**src/rtl/ex_div.sv**
```systemverilog
// Iterative 32-bit signed/unsigned restoring divider for the execute stage.
// Produces one quotient bit per cycle and holds the pipeline via stall_req until the result is ready.
module ex_div (
  input  logic        clk,
  input  logic        rst,
  input  logic        start,
  input  logic        signed_div,
  input  logic [31:0] opdata1,
  input  logic [31:0] opdata2,
  input  logic        annul,
  output logic [63:0] result,
  output logic        ready,
  output logic        stall_req
);

  localparam logic [1:0] S_FREE   = 2'b00;
  localparam logic [1:0] S_BYZERO = 2'b01;
  localparam logic [1:0] S_ON     = 2'b10;
  localparam logic [1:0] S_END    = 2'b11;

  logic [1:0]  r_state;
  logic [5:0]  r_cnt;
  logic [64:0] r_work;
  logic [31:0] r_divisor;
  logic        r_q_neg;
  logic        r_r_neg;
  logic [63:0] r_result;
  logic        r_ready;

  logic [31:0] w_dividend_mag;
  logic [31:0] w_divisor_mag;
  logic [64:0] w_shifted;
  logic [32:0] w_diff;
  logic [64:0] w_work_next;
  logic [31:0] w_quot_fix;
  logic [31:0] w_rem_fix;

  // DIV works on magnitudes; 0x80000000 negates to itself, which is the right unsigned magnitude.
  assign w_dividend_mag = (signed_div && opdata1[31]) ? (32'd0 - opdata1) : opdata1;
  assign w_divisor_mag  = (signed_div && opdata2[31]) ? (32'd0 - opdata2) : opdata2;

  // The partial remainder always stays below the divisor, so after the shift it fits in 33 bits
  // and bit 32 of the 33-bit difference is a reliable borrow flag.
  assign w_shifted = {r_work[63:0], 1'b0};
  assign w_diff    = w_shifted[64:32] - {1'b0, r_divisor};

  // NOTE: every always_comb output gets a default first so no path leaves it unassigned (no latch).
  always_comb begin
    w_work_next = w_shifted;
    if (!w_diff[32]) begin
      w_work_next = {w_diff, w_shifted[31:1], 1'b1};
    end
  end

  assign w_quot_fix = r_q_neg ? (32'd0 - r_work[31:0])  : r_work[31:0];
  assign w_rem_fix  = r_r_neg ? (32'd0 - r_work[63:32]) : r_work[63:32];

  // NOTE: state registers use non-blocking assignments so every flop samples pre-edge values.
  always_ff @(posedge clk) begin
    if (!rst) begin
      r_state   <= S_FREE;
      r_cnt     <= 6'd0;
      r_work    <= 65'd0;
      r_divisor <= 32'd0;
      r_q_neg   <= 1'b0;
      r_r_neg   <= 1'b0;
      r_result  <= 64'd0;
      r_ready   <= 1'b0;
    end else if (annul) begin
      r_state <= S_FREE;
      r_ready <= 1'b0;
    end else begin
      r_ready <= 1'b0;
      case (r_state)
        S_FREE: begin
          if (start) begin
            if (opdata2 == 32'd0) begin
              r_state <= S_BYZERO;
            end else begin
              r_state   <= S_ON;
              r_work    <= {33'd0, w_dividend_mag};
              r_divisor <= w_divisor_mag;
              r_q_neg   <= signed_div & (opdata1[31] ^ opdata2[31]);
              r_r_neg   <= signed_div & opdata1[31];
              r_cnt     <= 6'd0;
            end
          end
        end
        S_BYZERO: begin
          r_result <= 64'd0;
          r_ready  <= 1'b1;
          r_state  <= S_END;
        end
        S_ON: begin
          if (r_cnt < 6'd32) begin
            r_work <= w_work_next;
            r_cnt  <= r_cnt + 6'd1;
          end else begin
            r_result <= {w_rem_fix, w_quot_fix};
            r_ready  <= 1'b1;
            r_state  <= S_END;
          end
        end
        default: begin
          r_state <= S_FREE;
        end
      endcase
    end
  end

  assign result    = r_result;
  assign ready     = r_ready;
  assign stall_req = start & ~annul & (r_state != S_END);

endmodule

```
**config.mk**
```make
export PLATFORM = sky130hd
export DESIGN_NAME = ex_div
export DESIGN_NICKNAME = d
export VERILOG_FILES = /design/src/rtl/ex_div.sv
export SDC_FILE = /design/constraint.sdc
export NUM_CORES = 1
export LEC_CHECK = 0
export CORE_ASPECT_RATIO = 1.1
export CORE_UTILIZATION = 40
export DETAILED_ROUTE_END_ITERATION = 10
export PLACE_DENSITY_LB_ADDON = 0.12
export SYNTH_ARGS = -nofsm -noshare
export SYNTH_HDL_FRONTEND = slang
export SYNTH_SLANG_ARGS = --single-unit
```
**constraint.sdc**
```tcl
create_clock -name clk -period 3.32 [get_ports clk]
set_input_delay 0.332 -clock clk [delete_from_list [all_inputs] [get_ports clk]]
set_output_delay 0.332 -clock clk [all_outputs]
set_load 0.02 [all_outputs]
```
==> key figures <==
Layout
  – Register area: 3423 µm²
  – Final nets: 1,671
  – Area of the multi-input gates: 7266 µm²
  – Ant. Diodes: 0
  – Commonest non-fill, non-tap cells in the layout: nand2_1 (215), dfxtp_1 (171), clkdlybuf4s50_1 (133)
  – Layout cells sized above 1: 8.593%
  – Post-Layout Cell Count: 1,928
  – Most common cell after layout, fill and taps aside: nand2_1
  – # fillers: 2,673
  – Area grow syn2layout: 24.06%
  – Finished layout cell area: 13,940 µm²

Synthesis
  – Ys flop type: dfxtp_1
  – Post-synth EDFFs: 0
  – Flops & latches, synth: 171
  – Yosys top cell area share: a little under a third
  – Synthesized cell area: 11,230 µm²
  – Post-synth cell types: 69
  – Cells after Synth: 1,420
  – Synth warn: 0
  – Sequential share of the synthesized area: 30.47%
  – Yosys top cell by area: dfxtp_1
  – Leading post-synthesis cells by cell area: dfxtp_1 (30%), nand2_1 (7.2%), xnor2_1 (6.8%), xor2_1 (4.8%), ha_1 (4.6%)
  – Avg Inst Size Synth: 7.911 µm²
  – Async set-reset flop share out of synthesis: 0%
  – Post-synth net total: 1,531

Clock network
  – Post-CTS sizing: 0
  – Hold-fix buffers, CTS: 0
  – Post-CTS setup buffer count: 0
  – Insertion delay to the later sink of the worst-skew pair: 0.44 ns
  – H-tree lvl count: 4
  – Clock Path Buffers: 2
  – TritonCTS clock tree: built
  – Clock sink count: 171
  – Clk slew on worst S/H paths: 0.07 ns
  – Clk root buf: clkbuf_16
  – Total CTS buffers: 17

Timing
  – Worst setup margin: 0.2630 ns
  – RSZ-0062 raised after global routing: false
  – Final Cycle Share: 92.08%
  – Max Clock Freq: 327.1 MHz
  – Worst slew pin tran: 0.7142 ns
  – Setup TNS after final layout: 0 ns
  – Final Hold Viols: 0
  – Slew margin rel.: 52.39%
  – Worst hold slack: 0.3761 ns
  – Clock Skews: 0.01275 ns
  – Final Setup Violations: 0
  – Minimum clock period: 3.057 ns
  – Final Max Slew Viols: 0

Floorplanning
  – Horiz. Die Dim: about 160 µm
  – Row count: 63
  – Initial Util: 41.19%
  – Core box area: 27,270 µm²
  – Die Area: 28,760 µm²
  – I/O pin cnt: ~140
  – Die Y-Extent: 177.8 µm

Setup path
  – Crit path max fanout: 3
  – Element type at the critical path end: flip-flop
  – WP data arrival: around 3.4 ns
  – Worst EP required: 3.68 ns
  – Startpoint types: flip-flop
  – Critical Setup Path Class: reg -> reg
  – FF-to-FF setup slack: around 0.26 ns

GRT
  – Global Route Usage Sum: 23.69%
  – Global-route wire length before repair: 53.40 mm
  – GRT overflow: 0
  – Number of global-route vias before repair: 10,120
  – Largest net degree at the start of global routing: 49
  – Initial antenna violation count: 0

Power
  – Peak VDD IR: between 0.2 and 0.3 mV
  – PwrDens: 374.6 nW/µm²
  – Leakage: 0.005561 µW

Route
  – Drt pass-1 iters: 5
  – Wire per inst: 17.29 µm
  – Antenna-violating nets left: 0
  – DRC viols: 0
  – Vias: 10,570
  – Detailed Route WL: ~33 mm
  – Vias per inst: 5.481
  – DRT iter0 DRCs: 636

Placement
  – DP HPWL: 25.63 mm
  – Placed Area: 13,310 µm²
  – Pre-CTS WS: 0.04699 ns
  – Gpl congestion: 0.8733
  – # placed instances: between 1,500 and 2,000
  – Port bufs: ~130

Status
  – Outcome: finished clean

Flow run
  – Max cap viols: 0

Hold path
  – HP Class: in -> reg
[registers in the layout, summed over array words and instances, names as in the netlist]
signal / count
r_cnt: 6
r_divisor: 32
r_q_neg: 1
r_r_neg: 1
r_state: 2
r_work: 64
ready: 1
result: 64
[cell usage after synthesis, drive strengths merged, types with 12 or more instances]
library cell,instances
nand2,215
dfxtp,171
xnor2,87
clkbuf,81
o21ai,72
a21oi,69
nor2,62
xor2,62
nor2b,59
inv,56
nand3,55
a22oi,53
ha,41
a21boi,32
o211a,31
o31ai,29
or3,26
or4,18
o311ai,17
o41ai,17
nand2b,14
nor3,13
and2,12
[final cells by class]
class / count / share of cell area [%]
Clock buffer: 18 / 3.151
Clock inverter: 12 / 1.086
Inverter: 56 / 1.508
Multi-Input combinational cell: 1102 / 52.14
Sequential cell: 171 / 24.56
Tap cell: 357 / 3.205
Timing Repair Buffer: 212 / 14.35
[routing by layer]
| metal | vias to the layer above | global-route usage, % | wire length (µm) |
|---|---|---|---|
| li1 | 5346 | - | - |
| met1 | 4998 | 29.53 | 14970 |
| met2 | 191 | 42.17 | 16440 |
| met3 | 32 | 2.875 | 1244 |
| met4 | 0 | 7.469 | 671 |
| met5 | - | 0 | 0 |
[metrics by stage]
| stage | utilization (%) | total power (µW) |
|---|---|---|
| after detailed placement | 48.78 | 3199 |
| after CTS | 50.95 | 5257 |
| after global placement | 48.78 | 3195 |
| after global routing | 51.10 | 5453 |
| final | 51.10 | 5220 |
| after floorplan | - | 2837 |
[kinds of logic (layout without fill, tap and decap cells)]
group,count (synthesis),in the layout,share of synthesized area [%]
flip-flops,171,171,30.47
adder cells (fa/ha/maj),42,42,4.745
multiplexers,6,6,0.5347
XOR/XNOR,149,149,11.62
AND/OR/NAND/NOR,507,507,22.08
buffers and inverters,147,298,5.380
AO/OA/AOI/OAI,398,398,25.17
[worst max-delay path, stage by stage (launching register included)]
cell      delay [ns]
dfxtp_1         0.38
buf_4           0.14
inv_1           0.04
ha_1            0.25
nor2b_1         0.14
o31a_1          0.28
or3_1           0.41
a21oi_1         0.24
o211ai_1        0.20
and4_1          0.26
o21ai_0         0.31
xor2_1          0.13
o31ai_1         0.19
[worst paths after layout]
kind / start / endpoint / depth (start not counted)
worst max-delay path: r_divisor[1] / r_work[63] / 12
worst min-delay path: rst / r_work[3] / 2
worst max register to register: r_divisor[1] / r_work[63] / 12
worst min register to register: result[0] / result[0] / 2
[power breakdown]
part | switching [µW] | total (µW) | internal [µW]
logic | 538 | 977 | 439
registers | 70.0 | 2180 | 2110
clock network | 916 | 2060 | 1150
No activity file was read; power rests on OpenSTA's default activity.
